## config.mk

```make
export PLATFORM = sky130hd
export DESIGN_NAME = uart_tx_scheduler
export DESIGN_NICKNAME = d
export VERILOG_FILES = /design/src/rtl/uart_tx_scheduler.sv
export SDC_FILE = /design/constraint.sdc
export NUM_CORES = 1
export LEC_CHECK = 0
export BUFFER_PORTS_ARGS = -buffer_cell sky130_fd_sc_hd__buf_2
export CORE_AREA = 2 2 96 98
export CTS_BUF_LIST = sky130_fd_sc_hd__clkbuf_4
export DETAILED_ROUTE_END_ITERATION = 12
export DIE_AREA = 0 0 98 100
export PLACE_DENSITY = 0.86
export SLEW_MARGIN = 20
export SYNTH_ARGS = -nofsm -noshare
export SYNTH_HDL_FRONTEND = slang
export SYNTH_SLANG_ARGS = --single-unit
```

## constraint.sdc

```tcl
create_clock -name clk -period 5.3 [get_ports clk]
set_input_delay 0.795 -clock clk [delete_from_list [all_inputs] [get_ports clk]]
set_output_delay 0.795 -clock clk [all_outputs]
set_load 0.005 [all_outputs]
```

## src/rtl/uart_tx_scheduler.sv

```systemverilog
// UART transmit scheduler: buffers CPU writes to UART_DATA in a byte FIFO and
// drains them through the shared memory data port, arbitrating with the CPU.
module uart_tx_scheduler #(
    parameter int          FIFO_DEPTH   = 8,
    parameter int          STARVE_LIMIT = 16,
    parameter logic [31:0] UART_DATA    = 32'h1000_0000,
    parameter logic [31:0] UART_STATUS  = 32'h1000_0004
) (
    input  logic        clk,
    input  logic        rst,
    input  logic        c_req,
    input  logic [31:0] c_addr,
    input  logic [31:0] c_wdata,
    input  logic [3:0]  c_wstrb,
    input  logic        c_we,
    output logic [31:0] c_rdata,
    output logic        c_stall,
    output logic [31:0] m_addr,
    output logic [31:0] m_wdata,
    output logic [3:0]  m_wstrb,
    output logic        m_we,
    input  logic [31:0] m_rdata,
    output logic        tx_idle
);

    localparam int PTR_W = $clog2(FIFO_DEPTH);
    localparam int CNT_W = PTR_W + 1;
    localparam int ST_W  = $clog2(STARVE_LIMIT + 1);

    typedef enum logic [1:0] {S_IDLE, S_POLL, S_SEND} state_t;

    state_t           state;
    logic [7:0]       fifo_mem [FIFO_DEPTH];
    logic [PTR_W-1:0] wr_ptr;
    logic [PTR_W-1:0] rd_ptr;
    logic [CNT_W-1:0] count;
    logic [CNT_W-1:0] count_next;
    logic [ST_W-1:0]  starve_cnt;

    logic fifo_full;
    logic is_udata;
    logic is_ustat;
    logic local_acc;
    logic pass_acc;
    logic fsm_want;
    logic blocked;
    logic force_fsm;
    logic fsm_go;
    logic push;
    logic pop;
    logic [7:0] head;

    assign fifo_full = (count == CNT_W'(FIFO_DEPTH));
    assign head      = fifo_mem[rd_ptr];
    assign is_udata  = (c_addr == UART_DATA);
    assign is_ustat  = (c_addr == UART_STATUS);
    assign local_acc = c_req && (is_udata || is_ustat);
    assign pass_acc  = c_req && !local_acc;
    assign fsm_want  = (state == S_POLL) || (state == S_SEND);
    assign blocked   = fsm_want && pass_acc;
    // A forced grant only ever preempts a pass-through access, never a local one.
    assign force_fsm = blocked && (starve_cnt == ST_W'(STARVE_LIMIT));
    assign fsm_go    = fsm_want && (!pass_acc || force_fsm);
    assign push      = c_req && c_we && is_udata && !fifo_full;
    assign pop       = (state == S_SEND) && fsm_go;
    assign tx_idle   = (count == '0) && (state == S_IDLE);
    assign c_stall   = force_fsm || (c_req && c_we && is_udata && fifo_full);

    always_comb begin
        case ({push, pop})
            2'b10:   count_next = count + CNT_W'(1);
            2'b01:   count_next = count - CNT_W'(1);
            default: count_next = count;
        endcase
    end

    always_comb begin
        m_addr  = '0;
        m_wdata = '0;
        m_wstrb = '0;
        m_we    = 1'b0;
        c_rdata = '0;
        if (fsm_go) begin
            if (state == S_POLL) begin
                m_addr = UART_STATUS;
            end else begin
                m_addr  = UART_DATA;
                m_wdata = {24'b0, head};
                m_wstrb = 4'b0001;
                m_we    = 1'b1;
            end
        end else if (pass_acc) begin
            m_addr  = c_addr;
            m_wdata = c_wdata;
            m_wstrb = c_wstrb;
            m_we    = c_we;
        end
        if (c_req && is_ustat) begin
            c_rdata = {31'b0, ~fifo_full};
        end else if (pass_acc && !force_fsm) begin
            c_rdata = m_rdata;
        end
    end

    // Byte storage carries no reset; validity is tracked by count and pointers.
    always_ff @(posedge clk) begin
        if (push) begin
            fifo_mem[wr_ptr] <= c_wdata[7:0];
        end
    end

    always_ff @(posedge clk or posedge rst) begin
        if (rst) begin
            wr_ptr     <= '0;
            rd_ptr     <= '0;
            count      <= '0;
            state      <= S_IDLE;
            starve_cnt <= '0;
        end else begin
            if (push) wr_ptr <= wr_ptr + PTR_W'(1);
            if (pop)  rd_ptr <= rd_ptr + PTR_W'(1);
            count <= count_next;

            if (fsm_go) begin
                starve_cnt <= '0;
            end else if (blocked) begin
                starve_cnt <= starve_cnt + ST_W'(1);
            end

            case (state)
                S_IDLE: if (count != '0) state <= S_POLL;
                S_POLL: if (fsm_go && m_rdata[0]) state <= S_SEND;
                S_SEND: if (fsm_go) state <= (count_next != '0) ? S_POLL : S_IDLE;
                default: state <= S_IDLE;
            endcase
        end
    end

endmodule

```

==> results of run 1 <==
## logic make-up (layout without fill, tap and decap cells)
family	count (synthesis)	count (layout)
compound gates	27	27
flops	81	81
xor+xnor	11	11
buf+inv	40	238
simple gates	184	184
fa+ha+maj	10	10
mux	28	28
## layer usage
layer,share of wire [%],GRT usage [%],vias up
met5,0,0,-
met3,8.7,5.92,31
met4,2.6,10.5,0
met1,41,37.2,1888
met2,48,44.4,205
li1,-,-,1817
## registers in the layout, indices dropped and copies added (netlist names)
register	cells
rd_ptr	3
state	2
wr_ptr	3
fifo_mem	64
starve_cnt	5
count	4
## metrics by stage
stage	instances	setup WS, ps	area (µm²)	util [%]	hold slack [ps]
floorplan	381	1920	4440	-	474
global placement	674	1590	5540	62.3	494
detailed placement	674	1490	5540	62.3	502
CTS	690	1480	5680	63.9	453
global route	690	1220	5680	63.9	480
finish	690	1410	5680	63.9	445
## placed cells by master (no fill, tap or decap), drive strengths merged, types with 3 or more instances in the layout
| cell | instances |
|---|---|
| clkbuf | 9 |
| nor2 | 11 |
| buf | 211 |
| and3 | 89 |
| a21oi | 3 |
| nor3 | 6 |
| and4 | 3 |
| nand3 | 9 |
| nand2 | 37 |
| ha | 10 |
| and2 | 4 |
| edfxtp | 64 |
| mux4 | 16 |
| mux2i | 10 |
| dfrtp | 17 |
| nand2b | 5 |
| inv | 13 |
| o21ai | 16 |
| nor4 | 8 |
| xnor2 | 9 |
## worst max-delay path by stage
stage                    from    endpoint  slack (ps)  depth (start not counted)
global placement    c_addr[7]  m_wdata[5]        1590                          7
finish              c_addr[7]  m_wdata[1]        1410                          7
global route        c_addr[7]  m_wdata[4]        1220                          7
detailed placement  c_addr[7]  m_wdata[1]        1490                          7
floorplan           c_addr[8]    state[0]        1920                         11
CTS                 c_addr[7]  m_wdata[1]        1480                          7
## layout make-up
class                      instances  area [µm²]  share of cell area, %
tap                              111         139                   2.44
clock inverter                     7        76.3                   1.34
timing repair buffer             211        1070                   18.8
clock buffer                       9        67.6                   1.19
inverter                          11        41.3                  0.726
multi-input combinational        260        1940                   34.2
sequential                        81        2350                   41.3
## report_power, final
part	total (mW)	switching, mW	internal, mW
Sequential	0.851	0.126	0.725
Clock	0.365	0.218	0.147
Combinational	0.611	0.285	0.326
Total	1.83	0.630	1.20
## critical path, delay by kind of cell
family,cells,cell delay [ps]
AOI/OAI and AO/OA,3,1010
buffers and inverters,2,250
and+or+nand+nor,2,1030
==> flow_summary.toml, run 1 <==
[clock_network]
postCtsSetupBuffers = 0
cts_tree = "done"
numCtsBuffers = 9
clkTransAtPathRegs_ps = 130
cts_resized = 0
cts.sinks = 81
insertion_delay_ps = 430
cts_hold_buf = 0
h-tree-depth = 3
clockBufferDepth = 2
cts-root-buf = "clkbuf_4"

[sta]
rsz0062_at_grt = "no"
setup_viol = 0
max_freq_mhz = 257
timing.final.crit_share_pct = 73.3
drv_slew = 0
tns_ps = 0
tightest_slew_ps = 925
period_minus_slack_ps = 3890
clock_skew_ps = 18.0
relSlewSlack_pct = 38.1
finalHoldViolations = 0

[run]
drv_cap = 0

[setup_path]
cp_max_fo = 10
crit_type = "input pin to output port"
r2r_slack_ps = 1940
critPathRequiredTime_ps = 4510
crit_path_top_delay_cell = "o41ai_1"
cp_slowest_stage_delay_ps = 590
r2r_cells = 12
worstPathCellList = "buf_2 -> or4_1 -> o41ai_1 -> o21ai_1 -> or2_1 -> o21ai_1 -> buf_2"
worstReg2RegEnd = "state[0]"
reg2reg_from = "state[0]"
cp.arrival_ps = 3090
crit_path_start_kind = "input pin"
end_kind = "output port"

[yosys]
yosys.area.top_type = "edfxtp_1"
synth_mux_area_share_pct = 10.9
synth_top_family_by_area = "simple AND/OR/NAND/NOR gates"
netlist_instances = 381
yosysUniqueCellTypes = 43
synth_top_flop_cell = "edfxtp_1"
synth_area_mm2 = 0.00444
yosys-top-cells-count = "88 x and3_1, 64 x edfxtp_1, 37 x nand2_1, 25 x clkbuf_1, 17 x dfrtp_1"
seq_area_frac_synth_pct = 52.8
syn-num-nets = 495
synthMostInstantiatedCell = "and3_1"
synth_compound_area_share_pct = 3.89
synth-edff-count = 64
synth-xor-area-share_pct = 2.48
synth_top_area_share_pct = 43.3
synthTopCellsByArea = "edfxtp_1 43%, and3_1 12%, dfrtp_1 9.6%"
synth-simple-area-share_pct = 23.5
synth-async-reset-ratio_pct = 21.0
synthAdderAreaFrac_pct = 2.82
ys_warn_count = 0
syn_avg_cell_area_um2 = 11.7
ys_ff_latch = 81

[grt]
antenna_found_initial = 0
grt.overflow.total = 0
grt_pass1_vias = 3834
grt_pass1_wl_mm = 20.8
grtUsageTotal_pct = 27.6
grt_start_max_net_pins = 92

[drt]
routed_via_density = 5.71
drc = 0
dr.pass1.iters = 5
routed_wl_mm = 13.5
vias = 3941
antenna_left = 0
routedWlPerCell_um = 19.5
drt_iter0_drc = 287

[power_and_ir_drop]
leakage_nw = 2.77
p_per_area_mw_per_mm2 = 321
ir_drop_v = 0.000170
total_power_mw = 1.83

[run_status]
status = "complete, no violations"

[cells_and_area]
drive_above_1_share_pct = 43.9
diodes = 0
nFillCells = 686
syn_to_final_growth_pct = 28.0
nNetsFinal = 688

[place]
place_hpwl_mm = 10.2
io_buffers = 206
place_congestion = 0.932

[floorplan]
rows = 35
start_util_pct = 50.0
die_x_um = 98
ioPinCount = 207
die_height_um = 100
coreArea_mm2 = 0.00889
die-area_mm2 = 0.00980

[min_path]
hold_class = "input pin to async pin"
Note: power is estimated with default switching activity, not from simulation.
==> inputs of run 2 (changes only) <==
- CORE_AREA: 2 2 96 98 -> 2 2 99 101
- DIE_AREA: 0 0 98 100 -> 0 0 101 103
- PLACE_DENSITY: 0.86 -> 0.82
- clock period: 5.3 -> 3.6 ns (I/O delays scaled with it)
==> run 2 against run 1 <==
Critical path depth up 2; first-iteration DRC count up 9.4%; non-clock buffer count up 10; die area up 6.2%; clock power up 30%.
==> flow_summary.toml, run 2 (same netlist as run 1, synthesis figures left out) <==
[setup_path]
crit_path_start_kind = "register"
crit_path_top_delay_cell = "nor2_1"
worstPathCellList = "inv_1 -> ha_1 -> buf_4 -> and4_1 -> nor2_1 -> buf_4 -> nand2_1 -> o21ai_1 -> buf_2"
cp_slowest_stage_delay_ps = 570
crit_type = "register to output port"
cp_max_fo = 15
cp.arrival_ps = 2800
worstPathBufferInverterCount = 4
crit_path_frequent_cell = "buf_4"
path_delay_family = "simple AND/OR/NAND/NOR gates"
end_kind = "output port"
critPathRequiredTime_ps = 3060

[sta]
holdWs_ps = 189
relSlewSlack_pct = 45.7
max_freq_mhz = 299
tns_ps = 0
tightest_slew_ps = 815
timing.final.ws_setup_ps = 258
finalHoldViolations = 0
drv_slew = 0
period_minus_slack_ps = 3340
rsz0062_at_grt = "no"
setup_viol = 0
clock_skew_ps = 19.8
timing.final.crit_share_pct = 92.8

[cells_and_area]
final_cell_mix = "206 x buf_2, 88 x and3_1, 64 x edfxtp_1"
diodes = 0
largest_reg_flops = 64
multi_input_area_mm2 = 0.00194
top_register = "fifo_mem"
nNetsFinal = 698
seq_area_mm2 = 0.00235
drive_above_1_share_pct = 44.5
layout_commonest_cell = "buf_2"
postLayoutCellArea_mm2 = 0.00574
final_cells = 703
postLayoutCoreUtil_pct = 60.7
top_regs = "fifo_mem (64), starve_cnt (5), count (4)"
syn_to_final_growth_pct = 29.2
nFillCells = 794

[power_and_ir_drop]
ir_drop_v = 0.000177
leakage_nw = 2.81
total_power_mw = 2.64
p_per_area_mw_per_mm2 = 459

[drt]
dr.pass1.iters = 7
drc = 0
antenna_left = 0
routed_wl_mm = 13.5
routed_via_density = 5.64
drt_iter0_drc = 314
vias = 3962
routedWlPerCell_um = 19.2

[clock_network]
h-tree-depth = 3
cts.sinks = 81
cts_hold_buf = 0
clockBufferDepth = 2
numCtsBuffers = 9
postCtsSetupBuffers = 0
insertion_delay_ps = 440
cts_resized = 0
cts-root-buf = "clkbuf_4"
clkTransAtPathRegs_ps = 130
cts_tree = "done"

[place]
io_buffers = 206
placed_cells = 687
place_hpwl_mm = 10.2
placedInstanceArea_mm2 = 0.00562
place_congestion = 0.975
dp_worst_setup_slack_ps = 85.6

[floorplan]
start_util_pct = 47.0
die-area_mm2 = 0.0104
rows = 36
die_height_um = 103
coreArea_mm2 = 0.00946
ioPinCount = 207
die_x_um = 101

[run]
drv_cap = 0

[grt]
met2_usage_pct = 40.0
grt_pass1_vias = 3685
grt.overflow.total = 0
use_met3_pct = 6.17
use_met1_pct = 35.5
grt_start_max_net_pins = 86
grt_pass1_wl_mm = 20.0
grt.busiest_layer = "met2"
grtUsageTotal_pct = 25.6
antenna_found_initial = 0

[min_path]
hold_class = "input pin to async pin"

[run_status]
status = "complete, no violations"
## run 2: cell type report
class	instances	area share [%]
Timing Repair Buffer	221	19.9
Sequential cell	81	40.9
Multi-Input combinational cell	260	33.9
Inverter	11	0.719
Clock inverter	7	0.937
Clock buffer	9	1.18
Tap cell	114	2.49
## run 2: metal layers
metal | wire length, µm | vias to the layer above
li1 | - | 1838
met5 | 0 | -
met3 | 1170 | 23
met2 | 6330 | 208
met4 | 248 | 0
met1 | 5730 | 1893
## run 2: power breakdown
part / internal (mW) / switching [mW] / total [mW] / leakage, nW
clock: 0.146 / 0.329 / 0.475 / 0.0606
sequential: 1.07 / 0.151 / 1.22 / 0.795
combinational: 0.497 / 0.446 / 0.943 / 1.95
total: 1.71 / 0.926 / 2.64 / 2.81
## run 2: final timing paths
path,cells after the start,slack [ps],from,to
max in group asynchronous,2,2980,rst,rd_ptr[1]
worst min-delay path,2,190,rst,starve_cnt[3]
worst max-delay path,9,260,state[0],m_wdata[6]
min in group clk,1,390,c_wdata[5],fifo_mem[5][5]
worst min register to register,1,530,wr_ptr[0],wr_ptr[0]
worst max register to register,11,320,count[0],state[0]
## run 2: worst reg2reg max path, cell delays in order (launching register included)
cell	delay (ps)
dfrtp_1	500
or4b_4	590
and3_4	190
and4_4	210
a211o_4	300
xnor2_1	130
ha_1	180
a21oi_1	260
xnor3_1	370
a31oi_1	210
o311ai_2	130
a31oi_1	140
==> inputs of run 3 (changes only) <==
- ABC_AREA: not set -> 1
- CORE_AREA: 2 2 99 101 -> 2 2 100 102
- DIE_AREA: 0 0 101 103 -> 0 0 102 104
==> run 3 against run 2 <==
Non-clock buffer count unchanged; global-route usage up 1.9 points; critical path type unchanged; wire length grew 7.0%; final cell count grew 29%; largest power group is now combinational logic; clock skew fell by 2.2 ps; area after synthesis grew 3.5%; highest routed layer unchanged.
==> flow_summary.toml, run 3 <==
[yosys]
yosys.area.top_type = "edfxtp_1"
yosysUniqueCellTypes = 29
ys_warn_count = 0
ys_ff_latch = 81
synthTopCellsByArea = "edfxtp_1 42%, inv_1 9.5%, dfrtp_1 9.3%"
seq_area_frac_synth_pct = 51.1
synth-async-reset-ratio_pct = 21.0
synthMostInstantiatedCell = "inv_1"
synth_top_area_share_pct = 41.8
syn_avg_cell_area_um2 = 8.15
synth-edff-count = 64
synth_top_flop_cell = "edfxtp_1"
netlist_instances = 564
synth_area_mm2 = 0.00460
syn-num-nets = 678
yosys-top-cells-count = "116 x inv_1, 97 x nor2_1, 77 x nand3_1, 64 x edfxtp_1, 50 x o21ai_0"

[power_and_ir_drop]
p_per_area_mw_per_mm2 = 552
ir_drop_v = 0.000250
leakage_nw = 3.28
total_power_mw = 3.29

[grt]
grt_pass1_vias = 4486
grt_pass1_wl_mm = 22.3
grtUsageTotal_pct = 27.5
antenna_found_initial = 0
grt_start_max_net_pins = 53
grt.overflow.total = 0

[place]
placedInstanceArea_mm2 = 0.00580
place_hpwl_mm = 10.9
placed_cells = 889
io_buffers = 206
dp_worst_setup_slack_ps = 582
place_congestion = 0.958

[cells_and_area]
drive_above_1_share_pct = 32.3
final_cells = 905
nNetsFinal = 881
postLayoutCoreUtil_pct = 62.4
syn_to_final_growth_pct = 29.7
top_register = "fifo_mem"
final_cell_mix = "206 x buf_2, 116 x inv_1, 97 x nor2_1"
top_regs = "fifo_mem (64), starve_cnt (5), count (4)"
layout_commonest_cell = "buf_2"
largest_reg_flops = 64
postLayoutCellArea_mm2 = 0.00596

[sta]
period_minus_slack_ps = 3270
setup_viol = 0
clock_skew_ps = 17.6
timing.final.crit_share_pct = 90.9
tns_ps = 0
relSlewSlack_pct = 54.7
timing.final.ws_setup_ps = 326
max_freq_mhz = 305
holdWs_ps = 188
rsz0062_at_grt = "no"
tightest_slew_ps = 678
drv_slew = 0
finalHoldViolations = 0

[floorplan]
rows = 36
start_util_pct = 48.1
coreArea_mm2 = 0.00955
die_height_um = 104
die-area_mm2 = 0.0106
die_x_um = 102
ioPinCount = 207

[drt]
drc = 0
dr.pass1.iters = 5
antenna_left = 0
routedWlPerCell_um = 15.9
routed_via_density = 5.20
routed_wl_mm = 14.4
drt_iter0_drc = 445
vias = 4705

[setup_path]
crit_path_start_kind = "register"
crit_type = "register to output port"
critPathRequiredTime_ps = 3060
cp_max_fo = 52
cp.arrival_ps = 2730
reg2reg_from = "state[0]"
end_kind = "output port"
r2r_cells = 17
worstReg2RegEnd = "state[0]"
cp_slowest_stage_delay_ps = 460
worstPathCellList = "inv_1 -> ha_1 -> nand4_1 -> nand3_4 -> nand2_2 -> buf_4 -> nand3_1 -> o21ai_1 -> buf_2"
crit_path_top_delay_cell = "ha_1"
r2r_slack_ps = 610

[min_path]
hold_class = "input pin to async pin"

[clock_network]
insertion_delay_ps = 420
cts.sinks = 81
clkTransAtPathRegs_ps = 130
cts_tree = "done"
cts_resized = 0
h-tree-depth = 3
clockBufferDepth = 2
postCtsSetupBuffers = 0
cts_hold_buf = 0
cts-root-buf = "clkbuf_4"
numCtsBuffers = 9

[run_status]
status = "complete, no violations"

[run]
drv_cap = 0
## run 3: cell types whose count changed after synthesis, moves of 10 or more
cell / change
mux4_2: -16
o21ai_0: +44
mux2i_1: -10
nor2_1: +86
inv_1: +106
nand3_1: +68
and3_1: -87
## run 3: final cells by class
| cell class | instances | area, µm² |
|---|---|---|
| inverter | 119 | 448 |
| sequential | 81 | 2350 |
| clock buffer | 9 | 67.6 |
| antenna | 1 | 2.50 |
| fill | 856 | 3590 |
| tap | 133 | 166 |
| multi-input combinational | 335 | 1690 |
| clock inverter | 6 | 92.6 |
| timing repair buffer | 221 | 1140 |
## run 3: cells by family (layout without fill, tap and decap cells)
kind of cell               Yosys count  count (layout)  synth area share (%)
xor gates and xnor gates             7               7                  1.33
adders and majority gates           10              10                  2.72
other                                0               1                     0
buffers and inverters              148             355                  12.1
and+or+nand+nor                    239             239                  23.1
AOI/OAI and AO/OA                   79              79                  9.61
DFF                                 81              81                  51.1
## run 3: power by group
group | switching (mW) | internal, mW
clock | 0.315 | 0.281
sequential | 0.111 | 1.08
combinational | 0.942 | 0.560
## run 3: worst max-delay path by stage
stage                           from    endpoint  slack (ps)
after floorplan           c_addr[23]    state[0]        1030
after global placement    c_addr[11]    state[0]         700
after detailed placement  c_addr[11]    state[0]         580
after CTS                   state[0]  m_wdata[2]         330
after global routing        state[0]  m_wdata[2]         100
final                       state[0]  m_wdata[2]         330
## run 3: per-layer routing
| layer | global-route usage [%] | up-vias | wire [µm] |
|---|---|---|---|
| li1 | - | 2236 | - |
| met1 | 35.9 | 2184 | 5620 |
| met2 | 43.9 | 247 | 6790 |
| met3 | 6.45 | 38 | 1540 |
| met4 | 11.2 | 0 | 460 |
| met5 | 0 | - | 0 |
## run 3: critical path: cells and delay by family (launching register included)
kind            cells  cell delay [ps]
flops               1              410
compound gates      1              160
buf+inv             3              680
fa+ha+maj           1              460
simple gates        4              590
